$ cat src/rtl/processador_multiciclo_param.sv
// ============================================================================
// Module  : processador_multiciclo_param
// Purpose : Parametrised multicycle processor. It has NREGS general registers,
//           an accumulator A, a result register G and a small ALU, all on one
//           shared bus. A step counter T0..T3 sequences fetch and execute.
// Config  : define ALU_LOGIC_EN to execute opcodes 100 (and) and 101 (or) as
//           ALU operations. Without it they decode as reserved NOPs.
// Rev     : 1.0 - initial release
// ============================================================================
`default_nettype none

module processador_multiciclo_param #(
  parameter int DATA_W = 16,
  parameter int NREGS  = 8
) (
  input  logic              Clock,
  input  logic              Resetn,
  input  logic              Run,
  input  logic [DATA_W-1:0] DIN,
  output logic              Done,
  output logic [DATA_W-1:0] BusWires
);

  localparam int RA = $clog2(NREGS);
  localparam int IW = 3 + 2*RA;

  localparam logic [2:0] OP_MV  = 3'b000;
  localparam logic [2:0] OP_MVI = 3'b001;
  localparam logic [2:0] OP_ADD = 3'b010;
  localparam logic [2:0] OP_SUB = 3'b011;
  localparam logic [2:0] OP_AND = 3'b100;
  localparam logic [2:0] OP_OR  = 3'b101;

  // An instruction word must fit in the datapath
  if (IW > DATA_W) begin : g_iw_check
    $error("instruction width IW exceeds DATA_W");
  end

  typedef enum logic [1:0] {
    T0 = 2'd0,
    T1 = 2'd1,
    T2 = 2'd2,
    T3 = 2'd3
  } tstep_e;

  tstep_e            step_q, step_d;
  logic [IW-1:0]     ir_q;
  logic [DATA_W-1:0] a_q;
  logic [DATA_W-1:0] g_q;
  logic [DATA_W-1:0] regs_q [NREGS];

  logic [2:0]        op;
  logic [RA-1:0]     rx;
  logic [RA-1:0]     ry;
  logic              is_alu;

  logic              ir_in, a_in, g_in, r_in;
  logic              din_out, g_out, r_out;
  logic [RA-1:0]     r_out_sel;
  logic [DATA_W-1:0] alu_res;

  assign op = ir_q[IW-1 -: 3];
  assign rx = ir_q[2*RA-1 -: RA];
  assign ry = ir_q[RA-1:0];

`ifdef ALU_LOGIC_EN
  assign is_alu = (op == OP_ADD) || (op == OP_SUB) || (op == OP_AND) || (op == OP_OR);
`else
  assign is_alu = (op == OP_ADD) || (op == OP_SUB);
`endif

  // Control decode: bus sources, register enables, Done and next step
  always_comb begin
    ir_in     = 1'b0;
    a_in      = 1'b0;
    g_in      = 1'b0;
    r_in      = 1'b0;
    din_out   = 1'b0;
    g_out     = 1'b0;
    r_out     = 1'b0;
    r_out_sel = ry;
    Done      = 1'b0;
    step_d    = step_q;
    case (step_q)
      T0: begin
        if (Run) begin
          ir_in  = 1'b1;
          step_d = T1;
        end
      end
      T1: begin
        if (op == OP_MV) begin
          r_out     = 1'b1;
          r_out_sel = ry;
          r_in      = 1'b1;
          Done      = 1'b1;
          step_d    = T0;
        end else if (op == OP_MVI) begin
          din_out = 1'b1;
          r_in    = 1'b1;
          Done    = 1'b1;
          step_d  = T0;
        end else if (is_alu) begin
          r_out     = 1'b1;
          r_out_sel = rx;
          a_in      = 1'b1;
          step_d    = T2;
        end else begin
          // Reserved opcode: complete as a NOP with an idle bus
          Done   = 1'b1;
          step_d = T0;
        end
      end
      T2: begin
        r_out     = 1'b1;
        r_out_sel = ry;
        g_in      = 1'b1;
        step_d    = T3;
      end
      T3: begin
        g_out  = 1'b1;
        r_in   = 1'b1;
        Done   = 1'b1;
        step_d = T0;
      end
      default: step_d = T0;
    endcase
  end

  // Bus multiplexer: only one source is enabled at a time by construction
  always_comb begin
    if (din_out)    BusWires = DIN;
    else if (g_out) BusWires = g_q;
    else if (r_out) BusWires = regs_q[r_out_sel];
    else            BusWires = '0;
  end

  // ALU: A op bus, modulo 2^DATA_W
  always_comb begin
    case (op)
      OP_SUB:  alu_res = a_q - BusWires;
`ifdef ALU_LOGIC_EN
      OP_AND:  alu_res = a_q & BusWires;
      OP_OR:   alu_res = a_q | BusWires;
`endif
      default: alu_res = a_q + BusWires;
    endcase
  end

  // Step counter and datapath registers; reset aborts any instruction in flight
  always_ff @(posedge Clock or negedge Resetn) begin
    if (!Resetn) begin
      step_q <= T0;
      ir_q   <= '0;
      a_q    <= '0;
      g_q    <= '0;
      for (int i = 0; i < NREGS; i++) begin
        regs_q[i] <= '0;
      end
    end else begin
      step_q <= step_d;
      if (ir_in) ir_q          <= DIN[IW-1:0];
      if (a_in)  a_q           <= BusWires;
      if (g_in)  g_q           <= alu_res;
      if (r_in)  regs_q[rx]    <= BusWires;
    end
  end

endmodule

`default_nettype wire

$ cat config.mk
export PLATFORM = sky130hd
export DESIGN_NAME = processador_multiciclo_param
export DESIGN_NICKNAME = d
export VERILOG_FILES = /design/src/rtl/processador_multiciclo_param.sv
export SDC_FILE = /design/constraint.sdc
export NUM_CORES = 1
export LEC_CHECK = 0
export BUFFER_PORTS_ARGS = -buffer_cell sky130_fd_sc_hd__buf_2
export CORE_MARGIN = 2
export CORE_UTILIZATION = 63
export CTS_CLUSTER_SIZE = 24
export DETAILED_ROUTE_END_ITERATION = 16
export PLACE_DENSITY = 0.81
export SLEW_MARGIN = 20
export SYNTH_ARGS = -nofsm -noshare
export SYNTH_HDL_FRONTEND = slang
export SYNTH_SLANG_ARGS = --single-unit
$ cat constraint.sdc
create_clock -name Clock -period 6.9 [get_ports Clock]
set_input_delay 1.035 -clock Clock [delete_from_list [all_inputs] [get_ports Clock]]
set_output_delay 1.035 -clock Clock [all_outputs]
set_load 0.005 [all_outputs]
Word-level counts from Yosys, hierarchy flattened
Index checks and enable logic that the tools add are counted.
{"block": "totals", "reg_bits": 171, "in_bits": 19, "out_inout_bits": 17, "wordCells": 68}
{"block": "op_classes", "n_addsub": 2, "order_cmp": 3, "eq_ne": 7, "n_mux": 38, "bitwise_logic": 2, "n_reduce_logical": 4}
{"cell": "128-bit bitwise mux", "count": 1}
{"cell": "16-bit 2-to-1 mux", "count": 7}
{"cell": "16-bit binary-select mux with 3-bit select", "count": 1}
{"cell": "16-bit demux with 3-bit select", "count": 1}
{"cell": "16-bit adder", "count": 1}
{"cell": "1-bit 2-to-1 mux", "count": 16}
{"cell": "16-bit subtractor", "count": 1}
{"cell": "3-bit 2-to-1 mux", "count": 4}
{"cell": "4-bit greater-or-equal comparator (second input constant)", "count": 2}
{"cell": "2-bit 2-to-1 mux", "count": 4}
{"cell": "3-bit inverter with 4-bit output", "count": 2}
{"cell": "2-bit one-hot mux with 4 select lines", "count": 1}
{"cell": "3-bit by 2-bit == test with 1-bit output (second input constant)", "count": 2}
{"cell": "1-bit one-hot mux with 2 select lines", "count": 3}
{"cell": "2-bit == test (second input constant)", "count": 2}
{"cell": "4-bit by 1-bit less-than comparator with 1-bit output (second input constant)", "count": 1}
{"cell": "3-bit by 1-bit == test with 1-bit output (second input constant)", "count": 1}
{"cell": "3-bit logical NOT", "count": 1}
{"cell": "2-bit by 1-bit == test with 1-bit output (second input constant)", "count": 1}
{"cell": "2-bit logical NOT", "count": 1}
{"cell": "2-bit != test (second input constant)", "count": 1}
{"cell": "1-bit logical AND", "count": 1}
{"cell": "1-bit logical OR", "count": 1}

Depth between registers and ports, before layout
{"block": "logic_depth", "depth_word": 15, "ltp_mapped": 24}

Worst setup path after synthesis
OpenSTA, ideal clock, no wires.
{"block": "synth_path", "kind": "register to register", "start": "register with a tool-made name", "end": "register g_q[12]", "setup_time_ns": 0.126, "arrival_ns": 4.847, "slack_ns": 1.927, "path_stages_with_launch": 24, "path_buffers": 3, "cell_sequence": "dfrtp_1 > inv_1 > ha_1 > and3b_1 > buf_2 > o21ai_1 > buf_2 > mux2i_1 > a221oi_1 > a21oi_1 > clkbuf_1 > ha_1 > nor2_1 > xor2_1 > ha_1 > nor2b_1 > o21ai_0 > a21boi_0 > o21ai_0 > a21oi_1 > o21a_1 > o31ai_1 > a2111oi_0 > a221o_1"}
{"element": "end signal: assignment", "line_no": "164", "rtl": "if (g_in) g_q <= alu_res;"}
{"element": "end: declaration", "line_no": "49", "rtl": "logic [DATA_W-1:0] g_q;"}

==> flow_summary.ini <==
[run_status]
status = completed

[timing]
min_period_ns = 6.19
rsz0062_at_grt = false
finalSetupViolations = 0
fmaxAchievable_mhz = 161
drv_slew = 0
worst_pin_slew_ns = 0.970
tns_ns = 0
fin_crit_sh_pct = 89.8
finalHoldViolCount = 0
slew_headroom_pct = 35.3
finalClockSkew_ns = 0.0133

[clock_network]
worstSkewPairLatency_ns = 0.44
root_buffer = clkbuf_16
tritoncts = done
h-tree-depth = 4
path_clk_slew_ns = 0.07
clock-sinks = 171
clockBufferDepth = 2
cts_resized = 0
postCtsSetupBuffers = 0
ctsHoldBuffers = 0
cts_buffers = 17

[floorplanning]
die_area_um2 = 16100
die_w_um = 127
core-area_um2 = 14600
io_pins = 36
die_y_um = 127
start_util_pct = 64.9
fp-row-count = 44

[placement]
dp_hpwl_um = 15800
io_buffers = 35
routabilityCongestion = 0.838

[critical_path]
path_buf_inv = 1
r2r_setup_slack_ns = 0.71
cpLargestDelayFamily = compound AO/OA/AOI/OAI gates
crit_path_start_kind = register
crit_chain = inv_1 > ha_1 > and3b_1 > o21ai_2 > mux2i_1 > a32oi_1 > a31oi_1 > ha_1 > nor2_1 > xor2_1 > ha_1 > nor2b_1 > o21ai_0 > a21boi_0 > o21ai_0 > a21oi_1 > o21a_1 > o31ai_1 > a2111oi_0 > a221o_1
crit_required_ns = 7.22
cp_slowest_stage_delay_ns = 0.75
cp.arrival_ns = 6.52
slowest_stage = a31oi_1
crit_fanout = 18
cpMostUsedCell = ha_1
end_kind = register
worstSetupPathType = reg2reg

[synth]
syn_nets = 1075
synth-edff-count = 0
ys_seq_area_share_pct = 45.0
synthArstFlopShare_pct = 100
synth_flop_cell = dfrtp_1
synthTopCellsByArea = dfrtp_1 45%, mux2i_1 11%, o21ai_0 7.6%
synth_warnings = 0
synth_top_cell_by_area = dfrtp_1
syn_area_um2 = 9510
synth_cell_types = 67
synth_cells = 1034
ys_ff_latch = 171
avgSynthCellArea_um2 = 9.19
yosysMostFrequentCell = nand2_1
synthTopCellsByCount = 188 x nand2_1, 171 x dfrtp_1, 145 x o21ai_0
yosysTopAreaCellShare_pct = 45.0

[final_layout]
syn_to_final_growth_pct = 9.53
drive_above_1_share_pct = 12.3
nets = 1081
diodes = 0
final_util_pct = 71.1
nFillCells = 1088

[detailed_routing]
ant_nets = 0
avgRoutedWirePerCell_um = 19.4
dr_total_vias = 7749
vias_per_cell = 6.26
wl_um = 23900
drtIter0Drc = 732
drcViolationCount = 0
drtPass1Iterations = 5

[global_route]
grt_max_degree = 88
grt_pass1_wl_um = 39700
grt-ovfl-total = 0
grt_pass1_vias = 7728
antenna_found_initial = 0
track_usage_pct = 31.5

[worst_hold_path]
hold_path_class = reg2reg

[flow_run]
maxCapViolCount = 0
-- per-layer routing --
| layer | track usage [%] | up-vias | wire length (um) | part of all wire [%] |
|---|---|---|---|---|
| met5 | 0 | - | 0 | 0 |
| met4 | 13.4 | 0 | 741 | 3.1 |
| met3 | 6.58 | 58 | 1370 | 5.7 |
| met2 | 51.5 | 265 | 11600 | 49 |
| met1 | 40.9 | 3789 | 10200 | 43 |
| li1 | - | 3637 | - | - |
-- kinds of logic after synthesis --
kind of cell / count (synthesis) / share of synthesized area, %
AND/OR/NAND/NOR: 297 / 13.4
multiplexers: 125 / 13.5
buffers and inverters: 116 / 5.12
flip-flops: 171 / 45.0
AO/OA/AOI/OAI: 283 / 18.1
adder cells (fa/ha/maj): 22 / 2.97
XOR/XNOR: 20 / 1.84
-- worst register-to-register path, stage by stage (launching register included) --
cell,delay [ns]
dfrtp_1,0.40
inv_1,0.10
ha_1,0.27
and3b_1,0.44
o21ai_2,0.69
mux2i_1,0.27
a32oi_1,0.07
a31oi_1,0.75
ha_1,0.34
nor2_1,0.07
xor2_1,0.15
ha_1,0.36
nor2b_1,0.14
o21ai_0,0.19
a21boi_0,0.16
o21ai_0,0.26
a21oi_1,0.15
o21a_1,0.23
o31ai_1,0.54
a2111oi_0,0.21
a221o_1,0.29
-- cell usage in the layout, fill, tap and decap left out, types with 6 or more instances in the layout --
| master | count |
|---|---|
| a21oi_1 | 36 |
| nand2_1 | 187 |
| a221oi_1 | 6 |
| buf_2 | 34 |
| nand3_1 | 6 |
| buf_4 | 30 |
| a21o_1 | 8 |
| a211oi_1 | 13 |
| o211ai_1 | 19 |
| clkbuf_16 | 17 |
| a31oi_1 | 9 |
| mux2i_1 | 101 |
| nor3_1 | 12 |
| nor2_1 | 53 |
| inv_1 | 37 |
| o21a_1 | 9 |
| dfrtp_1 | 171 |
| o21ai_0 | 145 |
| xnor2_1 | 17 |
| mux2_2 | 23 |
| ha_1 | 21 |
-- metrics by stage --
stage                     area, um2  setup WS [ns]  cells  hold slack (ns)
final                         10400          0.707   1237            0.482
after detailed placement       9810          0.812   1205            0.469
after global routing          10400          0.158   1237            0.499
after CTS                     10400          0.788   1237            0.484
after global placement         9810          0.963   1205            0.462
after floorplan                9510           1.93   1034            0.449
-- worst paths after layout --
kind | start | end | cells after the start
max in group asynchronous | Resetn | regs_q[55]$_DFFE_PN0P_ | 2
min reg2reg | regs_q[99]$_DFFE_PN0P_ | regs_q[99]$_DFFE_PN0P_ | 2
min in group asynchronous | Resetn | g_q[4]$_DFFE_PN0P_ | 1
min | regs_q[99]$_DFFE_PN0P_ | regs_q[99]$_DFFE_PN0P_ | 2
max | register | g_q[12]$_DFFE_PN0P_ | 20
max reg2reg | register | g_q[12]$_DFFE_PN0P_ | 20
-- cell type report --
cell class	count	area [um2]	share of cell area, %
Clock buffer	19	443	4.25
Clock inverter	13	156	1.50
Inverter	37	139	1.33
Multi-Input combinational cell	747	4750	45.6
Sequential cell	171	4280	41.1
Tap cell	184	230	2.21
Timing Repair Buffer	66	418	4.01
-- flip-flops by register name (all words and copies together) (netlist names), named ones only --
| register | cells |
|---|---|
| a_q | 16 |
| g_q | 16 |
| ir_q | 9 |
| regs_q | 128 |
| step_q | 1 |
Power is left out: the tool's default activity adds up to more than one toggle a clock period on the data nets, which glitch-free logic cannot reach.
